==> src/rtl/fir_mac_filter.sv <==
// Multi-channel FIR filter built around one time-multiplexed MAC. Coefficients are loadable at run time.
// Each channel has its own circular sample history. The result is rounded, saturated and optionally offset-binary.
module fir_mac_filter #(
   parameter int DATA_W     = 12,
   parameter int COEF_W     = 16,
   parameter int TAPS       = 51,
   parameter int CHANNELS   = 2,
   parameter int FRAC_BITS  = 15,
   parameter int ACC_W      = 36,
   parameter int OUT_OFFSET = 1,
   localparam int CH_W      = (CHANNELS > 1) ? $clog2(CHANNELS) : 1,
   localparam int TAP_W     = $clog2(TAPS)
) (
   input  logic              clk,
   input  logic              rst,
   input  logic              in_valid,
   output logic              in_ready,
   input  logic [DATA_W-1:0] in_data,
   input  logic [CH_W-1:0]   in_chan,
   input  logic              coef_we,
   input  logic [TAP_W-1:0]  coef_addr,
   input  logic [COEF_W-1:0] coef_data,
   output logic              coef_err,
   output logic              out_valid,
   output logic [DATA_W-1:0] out_data,
   output logic [CH_W-1:0]   out_chan,
   output logic              out_sat
);

   localparam int HIST_N = CHANNELS * TAPS;
   localparam int HW     = (HIST_N > 1) ? $clog2(HIST_N) : 1;
   localparam int PROD_W = DATA_W + COEF_W;
   localparam logic signed [ACC_W-1:0] RND_HALF = ACC_W'(1) << (FRAC_BITS - 1);
   localparam logic signed [ACC_W-1:0] SAT_HI   = ACC_W'((1 << (DATA_W - 1)) - 1);
   localparam logic signed [ACC_W-1:0] SAT_LO   = ~SAT_HI;
   localparam logic [DATA_W-1:0] OFF_MASK = (OUT_OFFSET != 0) ? {1'b1, {(DATA_W-1){1'b0}}} : '0;
   localparam logic [CH_W:0]     CH_LIM   = (CH_W + 1)'(CHANNELS);
   localparam logic [TAP_W:0]    TAP_LIM  = (TAP_W + 1)'(TAPS);

   typedef enum logic [2:0] {S_CLEAR, S_IDLE, S_MAC, S_ROUND, S_OUT} state_t;

   state_t                    state, state_nx;
   logic [HW-1:0]             clr_idx;
   logic [TAP_W-1:0]          k;
   logic [CH_W-1:0]           chan_q;
   logic [TAP_W-1:0]          wptr [CHANNELS];
   logic signed [COEF_W-1:0]  coef [TAPS];
   logic signed [DATA_W-1:0]  hist [HIST_N];
   logic signed [ACC_W-1:0]   acc_p0;
   logic [DATA_W-1:0]         res_p1;
   logic                      sat_p1;

   logic                      chan_ok, coef_ok, accept;
   logic [TAP_W-1:0]          in_ptr, ptr_adv, mac_ptr;
   int                        rd_tap;
   logic [HW-1:0]             rd_idx, wr_idx;
   logic signed [PROD_W-1:0]  prod;
   logic [DATA_W:0]           rounded;

   function automatic logic signed [ACC_W-1:0] round_half_up(input logic signed [ACC_W-1:0] a);
      return (a + RND_HALF) >>> FRAC_BITS;
   endfunction

   // Returns {clipped, value}.
   function automatic logic [DATA_W:0] saturate(input logic signed [ACC_W-1:0] r);
      if (r > SAT_HI) return {1'b1, SAT_HI[DATA_W-1:0]};
      if (r < SAT_LO) return {1'b1, SAT_LO[DATA_W-1:0]};
      return {1'b0, r[DATA_W-1:0]};
   endfunction

   assign chan_ok = ({1'b0, in_chan} < CH_LIM);
   assign coef_ok = ({1'b0, coef_addr} < TAP_LIM);
   assign accept  = (state == S_IDLE) && in_valid && chan_ok;
   assign in_ptr  = wptr[in_chan];
   assign ptr_adv = (in_ptr == TAP_W'(TAPS - 1)) ? '0 : in_ptr + 1'b1;
   assign mac_ptr = wptr[chan_q];

   // Tap k reads the sample k positions behind the newest one, modulo TAPS.
   always_comb begin
      rd_tap = (k > mac_ptr) ? int'(mac_ptr) + TAPS - int'(k) : int'(mac_ptr) - int'(k);
      rd_idx = HW'(int'(chan_q) * TAPS + rd_tap);
      wr_idx = HW'(int'(in_chan) * TAPS + int'(ptr_adv));
   end

   assign prod    = coef[k] * hist[rd_idx];
   assign rounded = saturate(round_half_up(acc_p0));

   always_ff @(posedge clk or posedge rst) begin
      if (rst) state <= S_CLEAR;
      else     state <= state_nx;
   end

   always_comb begin
      state_nx = state;
      in_ready = 1'b0;
      case (state)
         S_CLEAR: if (clr_idx == HW'(HIST_N - 1)) state_nx = S_IDLE;
         S_IDLE: begin
            in_ready = 1'b1;
            if (accept) state_nx = S_MAC;
         end
         S_MAC:   if (k == TAP_W'(TAPS - 1)) state_nx = S_ROUND;
         S_ROUND: state_nx = S_OUT;
         S_OUT:   state_nx = S_IDLE;
         default: state_nx = S_CLEAR;
      endcase
   end

   always_ff @(posedge clk or posedge rst) begin
      if (rst) begin
         clr_idx   <= '0;
         k         <= '0;
         chan_q    <= '0;
         coef_err  <= 1'b0;
         out_valid <= 1'b0;
         out_sat   <= 1'b0;
         out_data  <= '0;
         out_chan  <= '0;
         for (int c = 0; c < CHANNELS; c++) wptr[c] <= '0;
         for (int t = 0; t < TAPS; t++) coef[t] <= '0;
      end else begin
         out_valid <= (state == S_OUT);
         coef_err  <= coef_we && coef_ok && (state != S_IDLE);
         if (state == S_CLEAR) clr_idx <= clr_idx + 1'b1;
         if ((state == S_IDLE) && coef_we && coef_ok) coef[coef_addr] <= coef_data;
         if (accept) begin
            wptr[in_chan] <= ptr_adv;
            chan_q        <= in_chan;
            k             <= '0;
         end else if (state == S_MAC) begin
            k <= k + 1'b1;
         end
         if (state == S_OUT) begin
            out_data <= res_p1;
            out_sat  <= sat_p1;
            out_chan <= chan_q;
         end
      end
   end

   // p0: history write and accumulate; p1: rounded/saturated result awaiting OUT
   always_ff @(posedge clk) begin
      if (state == S_CLEAR) hist[clr_idx] <= '0;
      else if (accept)      hist[wr_idx]  <= in_data;
      if (accept)               acc_p0 <= '0;
      else if (state == S_MAC)  acc_p0 <= acc_p0 + {{(ACC_W-PROD_W){prod[PROD_W-1]}}, prod};
      if (state == S_ROUND) begin
         sat_p1 <= rounded[DATA_W];
         res_p1 <= rounded[DATA_W-1:0] ^ OFF_MASK;
      end
   end

endmodule

==> config.mk <==
export PLATFORM = sky130hd
export DESIGN_NAME = fir_mac_filter
export DESIGN_NICKNAME = d
export VERILOG_FILES = /design/src/rtl/fir_mac_filter.sv
export SDC_FILE = /design/constraint.sdc
export NUM_CORES = 2
export LEC_CHECK = 0
export CORE_MARGIN = 2
export CORE_UTILIZATION = 30
export DETAILED_ROUTE_END_ITERATION = 7
export GPL_TIMING_DRIVEN = 1
export SLEW_MARGIN = 10
export SYNTH_ARGS = -nofsm -noshare
export SYNTH_HDL_FRONTEND = slang
export SYNTH_SLANG_ARGS = --single-unit
==> constraint.sdc <==
create_clock -name clk -period 30.7 [get_ports clk]
set_input_delay 3.07 -clock clk [delete_from_list [all_inputs] [get_ports clk]]
set_output_delay 3.07 -clock clk [all_outputs]
set_load 0.005 [all_outputs]
* Yosys cells after proc, flatten, opt, wreduce, memory -nomap -nowiden
Memory sizes are Yosys's and may differ from the RTL's.
Cells that the tools add are included.
** Storage, ports and cells
- Output and inout bits :: 17
- Word-level logic and storage cells :: 155
- Register bits :: 910
- Memories kept :: 1
- Bits of input ports :: 39
- Bits in writable memories :: 1224
** Operators by class
- Reductions and logical operators :: 11
- Mux-type cells :: 39
- Multipliers :: 3
- $add $sub $neg :: 10
- $lt $le $gt $ge :: 10
- Bitwise operators :: 5
- Eq/ne operators :: 11
** Memories
- hist :: depth 102, width 12, rd ports 1, clocked after Yosys merged registers in 0, write ports 1, line 48 : logic signed [DATA_W-1:0] hist [HIST_N];
** Operators by type and width (number)
- $bwmux 816 :: 1
- $bmux 16 s6 :: 1
- $demux 16 s6 :: 1
- $mux 6 :: 10
- $mux 13 :: 4
- $mux 16 :: 3
- $add 36x16->36 const B :: 1
- $add 36x36->36 :: 1
- $mul 16x12->28 :: 1
- $gt 21x12->1 const B :: 1
- $lt 21x12->1 const B :: 1
- $pmux 3 s5 :: 1
- $ge 7x7->1 const B :: 2
- $mul 1x6->7 const B :: 2
- $mux 7 :: 2
- $not 6->7 :: 2
- $add 6x1->6 const B :: 2
- $bwmux 12 :: 1
- $eq 6x6->1 const B :: 2
- $mux 12 :: 1
- $reduce_or 12->1 :: 1
- $mux 1 :: 10
- $mux 3 :: 3
- $add 6x6->7 const B :: 1
- 23 further kinds :: 34

* Logic depth before layout (Yosys ltp)
An unclocked memory read counts as a cell.
- Word-level depth :: 11
- Gate-level depth with buffers :: 57

* Worst setup path after synthesis
No wires, ideal clock.
- Kind :: reg-to-reg
- Start point :: register k[3]
- End point :: register acc_p0[35]
- Period minus slack after synthesis :: 12149 ps
- Arrival time :: 12077 ps
- Cell stages (with the launch flop) :: 52
- Setup slack :: 18551 ps
- Path buffers :: 8
- Cell sequence :: dfrtp_1 -> clkinv_1 -> buf_2 -> clkbuf_1 -> ha_1 -> inv_1 -> fa_1 -> nor2b_2 -> a21oi_2 -> nand2_2 -> clkbuf_1 -> buf_1 -> xnor2_1 -> ha_1 -> fa_1 -> buf_2 -> clkbuf_1 -> clkbuf_1 -> [... 16 more ...] -> o21a_1 -> o21a_1 -> o21ai_0 -> o21ai_0 -> a211oi_1 -> o31a_1 -> o31a_1 -> a21oi_1 -> xor2_1 -> ha_1 -> a21o_1 -> a21oi_1 -> o211a_1 -> o31a_1 -> o211ai_1 -> and3_1 -> nor3b_1 -> mux2i_1
** On the way
- Cells in the longest elaborated chain, start to end :: 6
** RTL lines
- from (decl) :: line 44 : logic [TAP_W-1:0] k;
- from (signal assigned) :: line 131 : k <= k + 1'b1;
- $sub 7x6->7, or another cell as far along :: line 80 : rd_tap = (k > mac_ptr) ? int'(mac_ptr) + TAPS - int'(k) : int'(mac_ptr) - int'(k);
- $mux 7 or $bmux 16 s6 (tied branches) :: line 80, 85
- $add 7x7->7 or $mux 16 (tied branches) :: line 81, 85
- $mem_v2 102x12 or $mux 16 (tied branches)
- $mul 16x12->28 (*) :: line 85 : assign prod = coef[k] * hist[rd_idx];
- $add 36x36->36 (*) :: line 146 : else if (state == S_MAC) acc_p0 <= acc_p0 + {{(ACC_W-PROD_W){prod[PROD_W-1]}}, prod};
- to (signal assigned) :: line 146
- to (decl) :: line 49 : logic signed [ACC_W-1:0] acc_p0;
Every way passes the cells marked *; elsewhere a longest branch is shown, timed or not. The select of a mux whose other input is x is not followed.
A chain may end at the register's enable or synchronous reset.

* Worst setup path in the final report
- Start point :: register chan_q
- End point :: register acc_p0[34]
** On the way
- Cells in the longest elaborated chain, start to end :: 11
** RTL lines
- from (decl) :: line 45 : logic [CH_W-1:0] chan_q;
- from (signal assigned) :: line 128 : chan_q <= in_chan;
- $not 1->2 (not written as such) :: line 76 : assign mac_ptr = wptr[chan_q];
- $mux 6 (not written as such) (3 in series) :: line 76
- $add 6x6->7 :: line 80
- $sub 7x6->7 :: line 80
- $mux 7 :: line 80
- $add 7x7->7 (*) :: line 81 : rd_idx = HW'(int'(chan_q) * TAPS + rd_tap);
- $mem_v2 102x12 (*)
- $mul 16x12->28 (*) :: line 85
- $add 36x36->36 (*) :: line 146
Marks and branches as above.

==> metrics <==
endpoints failing hold=0; async set-reset flop share out of synthesis=40.3%; startpoint types=register; Worst R2R End=acc_p0[34]; Fill cells=31900; critical path required time=31.45 ns; flops & latches, synth=2134; Via-to-Cell Ratio=5.20; setup_tns=0 ns; initial core utilization=30.1%; initial DRC count=5554; row count=213; Slew @ Worst Pin=1.28 ns; GR Overflow Total=0; CP endpoint=acc_p0[34]; Post-Synthesis Cell Area=0.101 sq mm; Clock Pin Slew Worst Setup and Hold Paths=0.07 ns; cts hold-fix bufs=0; initial antenna violation count=6; Hold Path Origin=acc_p0[3]; CTS Buffer Depth=4; DRT antenna net count=0; Yosys warning total=0; Worst path max stage delay=1.30 ns; critical path fanouts, max=114; sequential element share of the synthesized area=58.7%; Final Critical Period=14.83 ns; first-pass GRT wire length=401000 um; CP most frequent cell=fa_1; Layout area overhead=13.4%; R2R setup slack=15.87 ns; Die X=585 um; Arr. time, crit path=15.58 ns; synthesized instance count=6328; Synth top area share=36.7%; Worst Setup SP=chan_q; RSZ-0062 raised after global routing=false; status=completed; GP Congestion=0.909; CTS tree=built; Core Region=0.336 sq mm; Main synth FF type=edfxtp_1; I/O Buffers=55; H-tree depth=4; fin crit share=48.3%; Worst-Skew Late Latency=0.92 ns; Overall Global Routing Usage=15.5%; drt first pass iters=7; average instance area after synthesis=16.0 sq um; vias in the first global route=59600; Setup Skew=0.0980 ns; Synth area leader=edfxtp_1; final setup vio count=0; Worst Setup End Kind=register; Post-synth EDFFs=1237; Max Cap Viol=0; Final HPWL DP=167000 um; CTS Buf Count=216; Synth cell types=104; Max Fclk=67.4 MHz; R2R depth=43; Die Y=585 um; Clock Tree Root=clkbuf_16; top post-synthesis cells by area=edfxtp_1, dfrtp_1, mux4_2; Max-Slew Margin vs Limit=14.2%; Die Area=0.342 sq mm; worst min path class=register to register; cts repair resizes=0; WL/cell=24.2 um; crit path kind=register to register; Vias=57500; Synth Net Count=6680; Min-Delay Path Depth=2; slowest cell on the critical path=fa_4; final WL=268000 um; DRC Markers=0; largest net degree at the start of global routing=197; Post-CTS Setup Bufs=0; # IOs=56; Final nets=6729; worst r2r src=chan_q; Final Max Tran Viols=0; Sink Count=2134; share of layout cells above drive strength 1=32.6%
worst max-delay path, delay by kind of cell, from the launching register on:
kind                       cells  cell delay, ns
AOI/OAI and AO/OA             15            4.62
xor gates and xnor gates       1            0.21
adders and majority gates     11            5.31
buffers and inverters          7            1.55
DFF                            1            0.78
muxes                          2            0.71
and+or+nand+nor                7            1.24
routing by layer:
layer | part of all wire, % | track usage, % | routed length (um)
met1 | 43 | 21.4 | 117000
met2 | 47 | 24.8 | 126000
met3 | 6.4 | 2.61 | 17100
met4 | 3.1 | 5.01 | 8260
met5 | 0 | 0 | 0
sequential cells by signal (all words and copies together), names as in the netlist, 3 cells and up:
name,flops
acc_p0,36
clr_idx,7
coef,816
hist,1224
k,6
out_data,12
res_p1,12
state,3
wptr,12
cells in the mapped netlist (66+ instances only):
cell      number
edfxtp_1    1237
mux2i_1      112
mux4_2       537
buf_2        114
mux2_2       846
inv_1        247
ha_1         127
nor3_1       113
nor2_1       216
a21oi_1      139
fa_1         186
nand2_1      293
dfrtp_1      861
clkbuf_1     252
and3_1        66
kinds of logic (layout without fill, tap and decap cells):
kind of cell	after synthesis	after routing	share of synthesized area, %
buf+inv	693	914	2.93
simple gates	934	934	4.52
xor+xnor	97	97	0.909
fa+ha+maj	313	313	5.25
flops	2134	2134	58.7
other cells	0	8	0
mux	1495	1495	22.5
compound gates	662	662	5.16
through the flow:
| step | cell area [sq um] | std cells | util, % | worst slack [ns] | hold slack [ns] |
|---|---|---|---|---|---|
| 5_1_grt | 115000 | 11100 | 34.1 | 15.07 | 0.476 |
| 6_report | 115000 | 11100 | 34.1 | 15.87 | 0.456 |
| 4_1_cts | 115000 | 11100 | 34.1 | 16.10 | 0.459 |
| 3_5_place_dp | 107000 | 10700 | 32.0 | 16.13 | 0.451 |
| 2_1_floorplan | 101000 | 6328 | - | 3.44 | 0.436 |
| 3_3_place_gp | 107000 | 10700 | 32.0 | 16.25 | 0.443 |
cells in the final DEF (no fill, tap or decap), types with 25 or more instances in the layout:
master,netlist,layout
clkinv_2,0,32
dfrtp_1,861,858
xnor2_1,62,61
ha_1,127,126
mux2i_1,112,112
and3_1,66,54
o31ai_1,26,26
inv_1,247,246
buf_4,41,209
o211ai_1,30,30
mux2_2,846,846
xor2_1,30,29
and4_1,32,32
dfxtp_1,36,36
nor3_1,113,79
nand4_1,50,50
nor2_1,216,195
a21oi_1,139,139
nor2_2,10,28
clkbuf_1,252,37
clkbuf_16,0,221
nand2_1,293,293
edfxtp_1,1237,1237
o211a_1,35,35
clkdlybuf4s50_1,0,39
nor3_2,2,31
a41oi_1,54,54
mux4_2,537,537
a21o_1,25,25
fa_1,186,185
o21ai_0,59,57
a211oi_1,45,45
nand3_1,50,50
a221oi_1,26,26
layout make-up:
class / instances / area [sq um] / area share [%]
clock buffers: 280 / 5970 / 5.21
diodes: 8 / 20.0 / 0.0174
inverters: 250 / 948 / 0.827
flip-flops and latches: 2134 / 59400 / 51.8
clock inverters: 110 / 1240 / 1.08
well taps: 4515 / 5650 / 4.92
repair buffers: 274 / 2230 / 1.95
multi-input cells: 3501 / 39200 / 34.2
how the worst min path moves through the flow:
| stage | end | slack, ns |
|---|---|---|
| after floorplan | acc_p0[12] | 0.44 |
| after global placement | acc_p0[12] | 0.44 |
| after detailed placement | acc_p0[8] | 0.45 |
| after CTS | acc_p0[8] | 0.46 |
| after global routing | acc_p0[0] | 0.48 |
| final | acc_p0[3] | 0.46 |
Power is not shown: default switching activity piles up to over one toggle a cycle in this logic, so the estimate is an artifact.
